$ cat config.mk
export PLATFORM = sky130hd
export DESIGN_NAME = fetch_stage
export DESIGN_NICKNAME = d
export VERILOG_FILES = /design/src/rtl/fetch_stage.sv
export SDC_FILE = /design/constraint.sdc
export NUM_CORES = 1
export LEC_CHECK = 0
export ABC_AREA = 1
export BUFFER_PORTS_ARGS = -buffer_cell sky130_fd_sc_hd__buf_2
export CELL_PAD_IN_SITES_DETAIL_PLACEMENT = 1
export CELL_PAD_IN_SITES_GLOBAL_PLACEMENT = 2
export CORE_ASPECT_RATIO = 0.75
export CORE_MARGIN = 2
export CORE_UTILIZATION = 33
export DETAILED_ROUTE_END_ITERATION = 6
export PLACE_DENSITY = 0.92
export SLEW_MARGIN = 30
export SYNTH_ARGS = -nofsm -noshare
export SYNTH_HDL_FRONTEND = slang
export SYNTH_SLANG_ARGS = --single-unit
export TNS_END_PERCENT = 20
$ cat constraint.sdc
create_clock -name clk -period 3.3 [get_ports clk]
set_input_delay 0.165 -clock clk [delete_from_list [all_inputs] [get_ports clk]]
set_output_delay 0.165 -clock clk [all_outputs]
set_load 0.02 [all_outputs]
$ cat src/rtl/fetch_stage.sv
// Instruction-fetch stage: owns the PC, issues imem requests, feeds IF/ID.
// Ports: clk/Clear, Stall, BranchTaken/Target, imem req/addr/ready/rdata, IF_*.
module fetch_stage #(
   parameter logic [15:0] RESET_PC = 16'h0000,
   parameter logic [15:0] PC_STEP  = 16'd2
) (
   input  logic        clk,
   input  logic        Clear,
   input  logic        Stall,
   input  logic        BranchTaken,
   input  logic [15:0] BranchTarget,
   output logic        imem_req,
   output logic [15:0] imem_addr,
   input  logic        imem_ready,
   input  logic [15:0] imem_rdata,
   output logic [15:0] IF_instr,
   output logic [15:0] IF_pc,
   output logic        IF_valid
);

   localparam logic [1:0] FETCH = 2'd0;
   localparam logic [1:0] HOLD  = 2'd1;
   localparam logic [1:0] DRAIN = 2'd2;

   logic [1:0]  state;
   logic [15:0] pc;
   logic [15:0] skid_instr;
   logic [15:0] skid_pc;
   logic [15:0] redir;
   logic [15:0] tgt;

   // instructions are halfword aligned
   assign tgt = BranchTarget & 16'hFFFE;

   assign imem_req  = ((state == FETCH) || (state == DRAIN)) && !Clear;
   assign imem_addr = pc;

   always_ff @(posedge clk) begin
      if (Clear) begin
         state      <= FETCH;
         pc         <= RESET_PC;
         IF_instr   <= 16'h0000;
         IF_pc      <= 16'h0000;
         IF_valid   <= 1'b0;
         skid_instr <= 16'h0000;
         skid_pc    <= 16'h0000;
         redir      <= 16'h0000;
      end else begin
         unique case (state)
            FETCH: begin
               if (BranchTaken) begin
                  IF_valid <= 1'b0;
                  if (imem_ready) begin
                     pc <= tgt;
                  end else begin
                     // request in flight: wait it out before retargeting
                     redir <= tgt;
                     state <= DRAIN;
                  end
               end else if (imem_ready) begin
                  if (Stall) begin
                     // capture the word now; the request is already done
                     skid_instr <= imem_rdata;
                     skid_pc    <= pc;
                     state      <= HOLD;
                  end else begin
                     IF_instr <= imem_rdata;
                     IF_pc    <= pc;
                     IF_valid <= 1'b1;
                     pc       <= pc + PC_STEP;
                  end
               end else if (!Stall) begin
                  IF_valid <= 1'b0;
               end
            end
            HOLD: begin
               if (BranchTaken) begin
                  pc       <= tgt;
                  IF_valid <= 1'b0;
                  state    <= FETCH;
               end else if (!Stall) begin
                  IF_instr <= skid_instr;
                  IF_pc    <= skid_pc;
                  IF_valid <= 1'b1;
                  pc       <= pc + PC_STEP;
                  state    <= FETCH;
               end
            end
            DRAIN: begin
               IF_valid <= 1'b0;
               if (BranchTaken) begin
                  redir <= tgt;
               end
               if (imem_ready) begin
                  // latest redirect wins, even on the completing cycle
                  pc    <= BranchTaken ? tgt : redir;
                  state <= FETCH;
               end
            end
            default: begin
               state <= FETCH;
            end
         endcase
      end
   end

endmodule

==> results of run 1 <==
==> synth_stat cells, drive strengths merged <==
cell type,instances
dfxtp,99
ha,5
a31oi,32
nor2,76
a221oi,2
nand3,14
nand4,2
clkinv,1
buf,24
a21oi,70
o31ai,1
a211oi,2
a41oi,1
o211ai,1
nand2,152
o21ai,112
clkbuf,19
inv,31
nor3,5
and3,1
==> layer usage <==
layer  GRT usage (%)  routed length (um)  up-vias
met5               0                   0        -
met1            25.5                6820     2346
met3            4.46                 535       13
met4            4.98                 177        0
li1                -                   -     2305
met2            34.5                7020       79
==> cell type report <==
| class | instances | area, um2 | share of cell area (%) |
|---|---|---|---|
| clock buffers | 10 | 229 | 4.27 |
| clock inverters | 6 | 72.6 | 1.35 |
| inverters | 32 | 123 | 2.29 |
| multi-input cells | 476 | 2260 | 42.1 |
| flip-flops and latches | 99 | 1980 | 37.0 |
| well taps | 175 | 219 | 4.08 |
| repair buffers | 92 | 478 | 8.91 |
==> power by group through the flow <==
stage               registers, W  clock network, W  logic, W
finish                   0.00149           0.00109  0.000863
global route             0.00151           0.00117  0.000973
CTS                      0.00149           0.00111  0.000871
detailed placement       0.00151                 0  0.000866
global placement         0.00150                 0  0.000828
floorplan                0.00157                 0  0.000531
==> placed cells by master, fill, tap and decap left out, drive strengths merged <==
| master | Yosys | layout |
|---|---|---|
| dfxtp | 99 | 99 |
| o31ai | 1 | 1 |
| o21ai | 112 | 112 |
| a21oi | 70 | 70 |
| nand3 | 14 | 14 |
| clkinv | 1 | 3 |
| a31oi | 32 | 32 |
| nand4 | 2 | 2 |
| ha | 5 | 5 |
| a211oi | 2 | 2 |
| and3 | 1 | 1 |
| clkbuf | 19 | 10 |
| a221oi | 2 | 2 |
| clkinvlp | 0 | 1 |
| nor3 | 5 | 5 |
| buf | 24 | 92 |
| a41oi | 1 | 1 |
| nor2 | 76 | 76 |
| bufinv | 0 | 1 |
| inv | 31 | 33 |
| nand2 | 152 | 152 |
| o211ai | 1 | 1 |
==> worst register-to-register path: stages (launching register included) <==
cell      delay [ns]
dfxtp_1         0.36
inv_1           0.09
ha_1            0.34
inv_2           0.55
nor2_1          0.19
a221oi_1        0.34
a21oi_1         0.11
==> kinds of logic (layout without fill, tap and decap cells) <==
kind of cell / after synthesis / count (layout) / share of synthesized area, %
fa+ha+maj: 5 / 5 / 1.36
buf+inv: 75 / 140 / 7.53
flops: 99 / 99 / 43.2
simple gates: 250 / 250 / 22.3
compound gates: 221 / 221 / 25.6
==> final timing paths <==
| check | cells after the start | end |
|---|---|---|
| worst max register to register | 6 | imem_addr[1] |
| worst max-delay path | 6 | imem_addr[1] |
| worst min-delay path | 2 | state[1] |
| worst min register to register | 2 | imem_addr[0] |
==> registers in the layout, indices dropped and copies added (netlist names) <==
signal	count
skid_pc	16
IF_valid	1
IF_pc	16
skid_instr	16
state	2
redir	16
IF_instr	16
imem_addr	16
==> stage by stage <==
stage,power (W),worst slack [ns]
2_1_floorplan,0.00210,1.76
3_3_place_gp,0.00233,1.17
3_5_place_dp,0.00238,1.14
4_1_cts,0.00347,1.13
5_1_grt,0.00365,0.910
6_report,0.00344,1.17
==> impl_metrics.csv, run 1 <==
group,metric,value,unit
clocking,cts_resized,0,
sta,fmax,0.470,GHz
clocking,clk_pin_slew_worst_paths,0.07,ns
synthesis,postSynthNetCount,692,
setup_path,path_delay_family,"buffers and inverters",
sta,worst_pin_slew,0.767,ns
global_routing,antenna_found_initial,0,
sta,slew_headroom,48.7,%
sta,setup_tns,0,ns
detailed_routing,viasPerCell,5.33,
power_and_ir_drop,power_switching,0.00123,W
power_and_ir_drop,clkPwrFrac,31.6,%
clocking,clock-sinks,99,
die,coreArea,0.0137,mm2
synthesis,synth_area,0.00459,mm2
die,initial_core_util,33.6,%
power_and_ir_drop,intPower,0.00221,W
setup_path,critPathLaunchType,"register",
sta,whs,0.0420,ns
detailed_routing,wl_per_cell,16.3,um
cells_and_area,final_cell_count_no_fill,890,
min_path,worstHoldStart,"Clear",
clocking,cts_buffer_depth,2,
cells_and_area,drive_gt1_share,17.2,%
setup_path,worstSetupEndpointType,"register",
synthesis,ys_seq_elements,99,
power_and_ir_drop,switching_share,35.7,%
synthesis,netlist.top_cell.by_area,"dfxtp_1",
synthesis,synth_warnings,0,
setup_path,crit_arrival,2.34,ns
clocking,numCtsBuffers,9,
cells_and_area,fin_util,39.3,%
cells_and_area,n_antenna_cell,0,
sta,setup_viol,0,
detailed_routing,route.vias.total,4743,
global_routing,grt_pass1_vias,4872,
place,gp_congestion,0.810,
detailed_routing,drt_pass1_iterations,7,
clocking,cts_root_buffer,"clkbuf_16",
setup_path,cp_num_buf_inv,2,
sta,hold_violations,0,
power_and_ir_drop,pwr-share-seq,43.3,%
detailed_routing,ant_nets,0,
synthesis,synth_area_per_cell,7.05,um2
min_path,holdCritPathClass,"input pin to register",
synthesis,synth_top_cell_area_share,43.2,%
power_and_ir_drop,power_leakage,2.33,nW
detailed_routing,routed_wl,14.6,mm
global_routing,grt_overflow_total,0,
place,numPortBuffers,85,
outcome,status,"finished, violations left",
clocking,clk-insertion-delay-late,0.35,ns
detailed_routing,drt_iter0_drc,236,
cells_and_area,fin_nets,752,
clocking,hold_buffers,0,
cells_and_area,n_fill_cell,1722,
outcome,violations,"DRC",
clocking,cts_tree,"done",
sta,slew_viol_final,0,
place,dp.cells,874,
setup_path,crit_chain,"inv_1 -> ha_1 -> inv_2 -> nor2_1 -> a221oi_1 -> a21oi_1",
cells_and_area,synthToLayoutAreaGrowth,16.9,%
setup_path,r2r_slack,1.17,ns
synthesis,syn_inst,650,
sta,finalCritPeriodShare,64.5,%
power_and_ir_drop,ir_drop,0.264,mV
power_and_ir_drop,comb_power_share,25.1,%
detailed_routing,drc,8,
global_routing,grt_max_degree,40,
setup_path,critical_path_class,"register to register",
setup_path,slowest_delay,0.55,ns
setup_path,critPathRequiredTime,3.51,ns
clocking,cts.htree.levels,3,
setup_path,path_max_fanout,39,
sta,rsz0062_at_grt,"no",
die,ios,87,
place,placed_area,0.00506,mm2
die,die_y,106,um
flow_run,cap_viol_max_count,0,
setup_path,startpoint,"state[0]",
setup_path,rr_startpoint,"state[0]",
synthesis,synth_seq_area_share,43.2,%
die,die-width,140,um
synthesis,synth.area.top_cells,"dfxtp_1 43%, nand2_1 12%, o21ai_0 11%",
cells_and_area,fin_area,0.00536,mm2
clocking,post-cts-setup-buffers,0,
setup_path,slowest_stage,"inv_2",
die,rows,37,
sta,final.setup_skew,0.00804,ns
sta,finalCriticalPeriod,2.13,ns
global_routing,grt_pass1_wl,24.1,mm
die,dieArea,0.0149,mm2
power_and_ir_drop,power_density,641,mW/mm2
global_routing,globalRouteTotalUtil,20.0,%
synthesis,yosys.cell_types.count,31,
place,dp_hpwl,10.1,mm
No activity file was read; power rests on OpenSTA's default activity.
==> run 2, diff against run 1 <==
--- a/config.mk
+++ b/config.mk
@@ -11,9 +11,9 @@
 export CELL_PAD_IN_SITES_GLOBAL_PLACEMENT = 2
 export CORE_ASPECT_RATIO = 0.75
 export CORE_MARGIN = 2
-export CORE_UTILIZATION = 33
+export CORE_UTILIZATION = 30
 export DETAILED_ROUTE_END_ITERATION = 6
-export PLACE_DENSITY = 0.92
+export PLACE_DENSITY = 0.85
 export SLEW_MARGIN = 30
 export SYNTH_ARGS = -nofsm -noshare
 export SYNTH_HDL_FRONTEND = slang
==> constraint.sdc (replaced) <==
create_clock -name clk -period 2.2 [get_ports clk]
set_input_delay 0.11 -clock clk [delete_from_list [all_inputs] [get_ports clk]]
set_output_delay 0.11 -clock clk [all_outputs]
set_load 0.02 [all_outputs]
==> impl_metrics.csv, run 2 (same netlist as run 1, synthesis figures left out) <==
group,metric,value,unit
power_and_ir_drop,switching_share,34.3,%
sta,fmax,0.526,GHz
power_and_ir_drop,pwr-share-seq,41.9,%
clocking,cts.htree.levels,3,
sta,worst_pin_slew,0.750,ns
sta,finalCritPeriodShare,86.5,%
place,numPortBuffers,85,
detailed_routing,viasPerCell,5.02,
power_and_ir_drop,comb_power_share,25.1,%
setup_path,crit_arrival,2.17,ns
die,coreArea,0.0151,mm2
place,dp.cells,908,
detailed_routing,routed_wl,14.3,mm
cells_and_area,synthToLayoutAreaGrowth,20.6,%
die,rows,39,
sta,slew_headroom,50.0,%
place,dp_hpwl,9.67,mm
detailed_routing,top_layer_used,"met4",
power_and_ir_drop,ir_drop,0.341,mV
flow_run,cap_viol_max_count,0,
cells_and_area,final_common_cell,"nand2_1",
die,ios,87,
sta,setup_tns,0,ns
global_routing,grt_max_degree,100,
die,initial_core_util,30.4,%
place,gp_congestion,0.793,
sta,finalCriticalPeriod,1.90,ns
setup_path,critPathLaunchType,"register",
cells_and_area,final_cell_count_no_fill,929,
detailed_routing,met1_length,6.81,mm
setup_path,worstSetupEndpointType,"register",
min_path,holdCritPathClass,"input pin to register",
cells_and_area,drive_gt1_share,17.7,%
clocking,cts_tree,"done",
setup_path,critPathRequiredTime,2.47,ns
clocking,cts_buffer_depth,2,
setup_path,critical_path_class,"register to register",
sta,slew_viol_final,0,
clocking,numCtsBuffers,9,
cells_and_area,n_antenna_cell,0,
clocking,clk-insertion-delay-late,0.34,ns
die,die_y,111,um
die,dieArea,0.0163,mm2
setup_path,path_max_fanout,63,
outcome,status,"completed",
detailed_routing,drc,0,
detailed_routing,wl_met2,6.83,mm
sta,hold_violations,0,
clocking,cts_root_buffer,"clkbuf_16",
sta,setup_viol,0,
power_and_ir_drop,power_leakage,2.40,nW
die,die-width,147,um
power_and_ir_drop,power_density,960,mW/mm2
clocking,clk_pin_slew_worst_paths,0.07,ns
detailed_routing,route.vias.total,4660,
clocking,clock-sinks,99,
power_and_ir_drop,clkPwrFrac,33.0,%
detailed_routing,wl_met3,540,um
global_routing,antenna_found_initial,0,
sta,final.setup_skew,0.00620,ns
global_routing,grt_pass1_wl,23.6,mm
detailed_routing,ant_nets,0,
global_routing,grt_overflow_total,0,
clocking,post-cts-setup-buffers,0,
detailed_routing,drt_pass1_iterations,4,
detailed_routing,wl_per_cell,15.4,um
power_and_ir_drop,power_switching,0.00182,W
sta,rsz0062_at_grt,"no",
detailed_routing,drt_iter0_drc,173,
cells_and_area,n_fill_cell,1932,
power_and_ir_drop,total_power,0.00531,W
cells_and_area,mostFrequentLayoutCells,"148 x nand2_1, 102 x o21ai_0, 99 x dfxtp_1",
cells_and_area,multi_input_area,0.00226,mm2
power_and_ir_drop,intPower,0.00349,W
global_routing,grt_pass1_vias,4702,
global_routing,globalRouteTotalUtil,17.9,%
cells_and_area,area.sequential,0.00198,mm2
cells_and_area,fin_nets,761,
==> run 2: final cells by class <==
type,instances,share of cell area (%)
clock buffers,10,4.32
clock inverters,6,1.58
inverters,32,2.26
multi-input cells,476,40.8
flip-flops and latches,99,35.8
well taps,205,4.64
repair buffers,101,10.5
==> run 2: worst paths after layout <==
path | endpoint | startpoint | slack [ns] | depth (start not counted)
hold / removal | skid_instr[15] | imem_rdata[15] | 0.01 | 3
setup reg to reg | IF_pc[12] | state[0] | 0.30 | 7
hold reg to reg | IF_valid | IF_valid | 0.47 | 2
setup / recovery | IF_pc[12] | state[0] | 0.30 | 7
==> run 2: timing repair <==
action | CTS | global route
hold buffers | 5 | 0
endpoints found under the setup margin | 0 | 32
hold endpoints to repair | 5 | 0
resized for setup | 0 | 1
==> run 2: power groups by stage <==
stage               Clock [W]  Sequential, W  Combinational [W]
floorplan                   0        0.00236           0.000796
global placement            0        0.00226            0.00130
detailed placement          0        0.00227            0.00134
CTS                   0.00180        0.00223            0.00135
global route          0.00187        0.00227            0.00150
finish                0.00175        0.00223            0.00133
==> run 2: through the flow <==
stage / instance area [um2] / worst slack [ns] / hold slack (ns) / util [%]
after floorplan: 4590 / 0.659 / 0.179 / -
after global placement: 5150 / 0.203 / 0.350 / 34.2
after detailed placement: 5150 / 0.0506 / 0.360 / 34.2
after CTS: 5530 / 0.0422 / 0.0000898 / 36.7
after global routing: 5530 / 0.0759 / 0.0153 / 36.7
final: 5530 / 0.298 / 0.00982 / 36.7
==> run 2: worst max-delay path, cell delays in order (launching register included) <==
cell	delay [ns]
dfxtp_1	0.36
inv_1	0.09
ha_1	0.25
nand2_2	0.12
o211ai_1	0.16
inv_4	0.45
o21ai_0	0.17
a31oi_1	0.19
==> run 2: layer usage <==
metal,track usage (%),up-vias
li1,-,2320
met1,22.8,2266
met2,30.6,66
met3,4.28,8
met4,3.95,0
met5,0,-
==> run 3, diff against run 2 <==
--- a/config.mk
+++ b/config.mk
@@ -11,9 +11,9 @@
 export CELL_PAD_IN_SITES_GLOBAL_PLACEMENT = 2
 export CORE_ASPECT_RATIO = 0.75
 export CORE_MARGIN = 2
-export CORE_UTILIZATION = 30
+export CORE_UTILIZATION = 27
 export DETAILED_ROUTE_END_ITERATION = 6
-export PLACE_DENSITY = 0.85
+export PLACE_DENSITY = 0.81
 export SLEW_MARGIN = 30
 export SYNTH_ARGS = -nofsm -noshare
 export SYNTH_HDL_FRONTEND = slang
==> constraint.sdc (replaced) <==
create_clock -name clk -period 1.69 [get_ports clk]
set_input_delay 0.0845 -clock clk [delete_from_list [all_inputs] [get_ports clk]]
set_output_delay 0.0845 -clock clk [all_outputs]
set_load 0.02 [all_outputs]
==> impl_metrics.csv, run 3 (same netlist as run 1, synthesis figures left out) <==
group,metric,value,unit
setup_path,crit_chain,"inv_1 -> ha_4 -> buf_4 -> o211ai_1 -> inv_2 -> buf_12 -> o21ai_1 -> a31oi_2",
cells_and_area,fin_nets,802,
global_routing,grt_overflow_total,0,
cells_and_area,final_cell_count_no_fill,980,
cells_and_area,area.sequential,0.00199,mm2
power_and_ir_drop,total_power,0.00730,W
setup_path,critical_path_class,"register to register",
place,dp.cells,945,
clocking,cts_root_buffer,"clkbuf_16",
sta,fmax,0.614,GHz
sta,finalCritPeriodShare,96.4,%
sta,worst_pin_slew,0.396,ns
setup_path,slowest_stage,"dfxtp_4",
die,dieArea,0.0181,mm2
clocking,clock-sinks,99,
flow_run,cap_viol_max_count,0,
global_routing,grt_pass1_vias,5063,
cells_and_area,mostFrequentLayoutCells,"148 x nand2_1, 97 x dfxtp_1, 85 x buf_2",
die,die-width,154,um
detailed_routing,route.vias.total,4911,
place,dp_hpwl,10.9,mm
setup_path,path_delay_family,"buffers and inverters",
clocking,clk_pin_slew_worst_paths,0.08,ns
power_and_ir_drop,power_density,1180,mW/mm2
sta,hold_violations,0,
global_routing,grt_max_degree,51,
die,die_y,117,um
clocking,cts.htree.levels,3,
detailed_routing,drt_iter0_drc,211,
detailed_routing,met1_length,7.79,mm
cells_and_area,multi_input_area,0.00248,mm2
setup_path,worstSetupEndpointType,"register",
sta,slew_viol_final,0,
sta,rsz0062_at_grt,"yes",
detailed_routing,routed_wl,16.4,mm
outcome,status,"completed",
cells_and_area,fin_util,37.0,%
setup_path,crit_arrival,1.86,ns
cells_and_area,n_antenna_cell,0,
sta,slew_headroom,73.6,%
cells_and_area,drive_gt1_share,24.8,%
clocking,numCtsBuffers,9,
clocking,cts_buffer_depth,2,
detailed_routing,wl_per_cell,16.8,um
setup_path,path_max_fanout,25,
detailed_routing,top_layer_used,"met4",
min_path,holdCritPathClass,"input pin to register",
global_routing,globalRouteTotalUtil,17.5,%
detailed_routing,drc,0,
sta,setup_viol,0,
cells_and_area,synthToLayoutAreaGrowth,35.1,%
cells_and_area,fin_area,0.00619,mm2
setup_path,slowest_delay,0.36,ns
power_and_ir_drop,power_leakage,2.62,nW
detailed_routing,drt_pass1_iterations,4,
global_routing,antenna_found_initial,0,
power_and_ir_drop,ir_drop,0.474,mV
die,initial_core_util,27.4,%
detailed_routing,wl_met2,7.87,mm
clocking,clk-insertion-delay-late,0.35,ns
cells_and_area,final_common_cell,"nand2_1",
die,coreArea,0.0167,mm2
sta,finalCriticalPeriod,1.63,ns
sta,setup_tns,0,ns
die,rows,41,
detailed_routing,ant_nets,0,
clocking,cts_tree,"done",
place,placed_area,0.00544,mm2
die,ios,87,
detailed_routing,viasPerCell,5.01,
cells_and_area,n_fill_cell,2055,
place,gp_congestion,0.813,
setup_path,critPathRequiredTime,1.92,ns
global_routing,grt_pass1_wl,25.6,mm
sta,final.setup_skew,0.00405,ns
setup_path,critPathLaunchType,"register",
place,numPortBuffers,85,
setup_path,cp_num_buf_inv,4,
detailed_routing,wl_met3,611,um
run 3: cell types whose count changed in the layout (fill, tap and decap cells not counted), sizes merged:
| cell | before | now |
|---|---|---|
| buf | 96 | 127 |
| bufinv | 2 | 1 |
| clkinv | 4 | 1 |
| clkinvlp | 0 | 2 |
| dlygate4sd3 | 5 | 14 |
| inv | 32 | 35 |
run 3: what timing repair did:
| item | CTS | global route |
|---|---|---|
| setup buffers | 0 | 2 |
| pin swaps | 0 | 1 |
| endpoints found under the hold margin | 16 | 0 |
| setup endpoints to repair | 27 | 45 |
| hold buffers | 14 | 0 |
| gates cloned | 0 | 3 |
| resized for setup | 7 | 51 |
run 3: path summary, 6_finish.rpt:
path,from,to,slack [ns],depth (start not counted)
worst max-delay path,state[1],IF_pc[13],0.06,8
worst min-delay path,imem_rdata[2],skid_instr[2],0.003,3
worst max register to register,state[1],IF_pc[13],0.06,8
worst min register to register,skid_pc[5],IF_pc[5],0.48,2
run 3: where the power goes:
group | switching (W) | internal [W]
combinational | 0.00139 | 0.000854
sequential | 0.000228 | 0.00264
clock | 0.00101 | 0.00117
total | 0.00263 | 0.00467
run 3: per-stage QoR:
step                      setup WS [ns]  hold WS [ns]
after global placement           0.0360         0.326
after CTS                        0.0149       0.00133
after floorplan                   0.149         0.154
after global routing            -0.0483        0.0134
final                            0.0601       0.00332
after detailed placement        -0.0553         0.341
run 3: routing by layer:
metal,vias to the layer above,track usage [%]
li1,2407,-
met1,2404,22.4
met2,85,30.8
met3,15,3.46
met4,0,4.44
met5,-,0
run 3: layout make-up:
cell class	count	area share (%)
multi-input combinational	476	40.0
sequential	99	32.1
timing repair buffer	142	16.7
tap	215	4.34
clock buffer	9	3.64
inverter	32	1.98
clock inverter	7	1.29
run 3: worst register-to-register path, cell delays in order, from the launching register on:
cell and delay (ns):
dfxtp_4 0.36, inv_1 0.08, ha_4 0.18, buf_4 0.13
o211ai_1 0.22, inv_2 0.11, buf_12 0.18, o21ai_1 0.19
a31oi_2 0.05
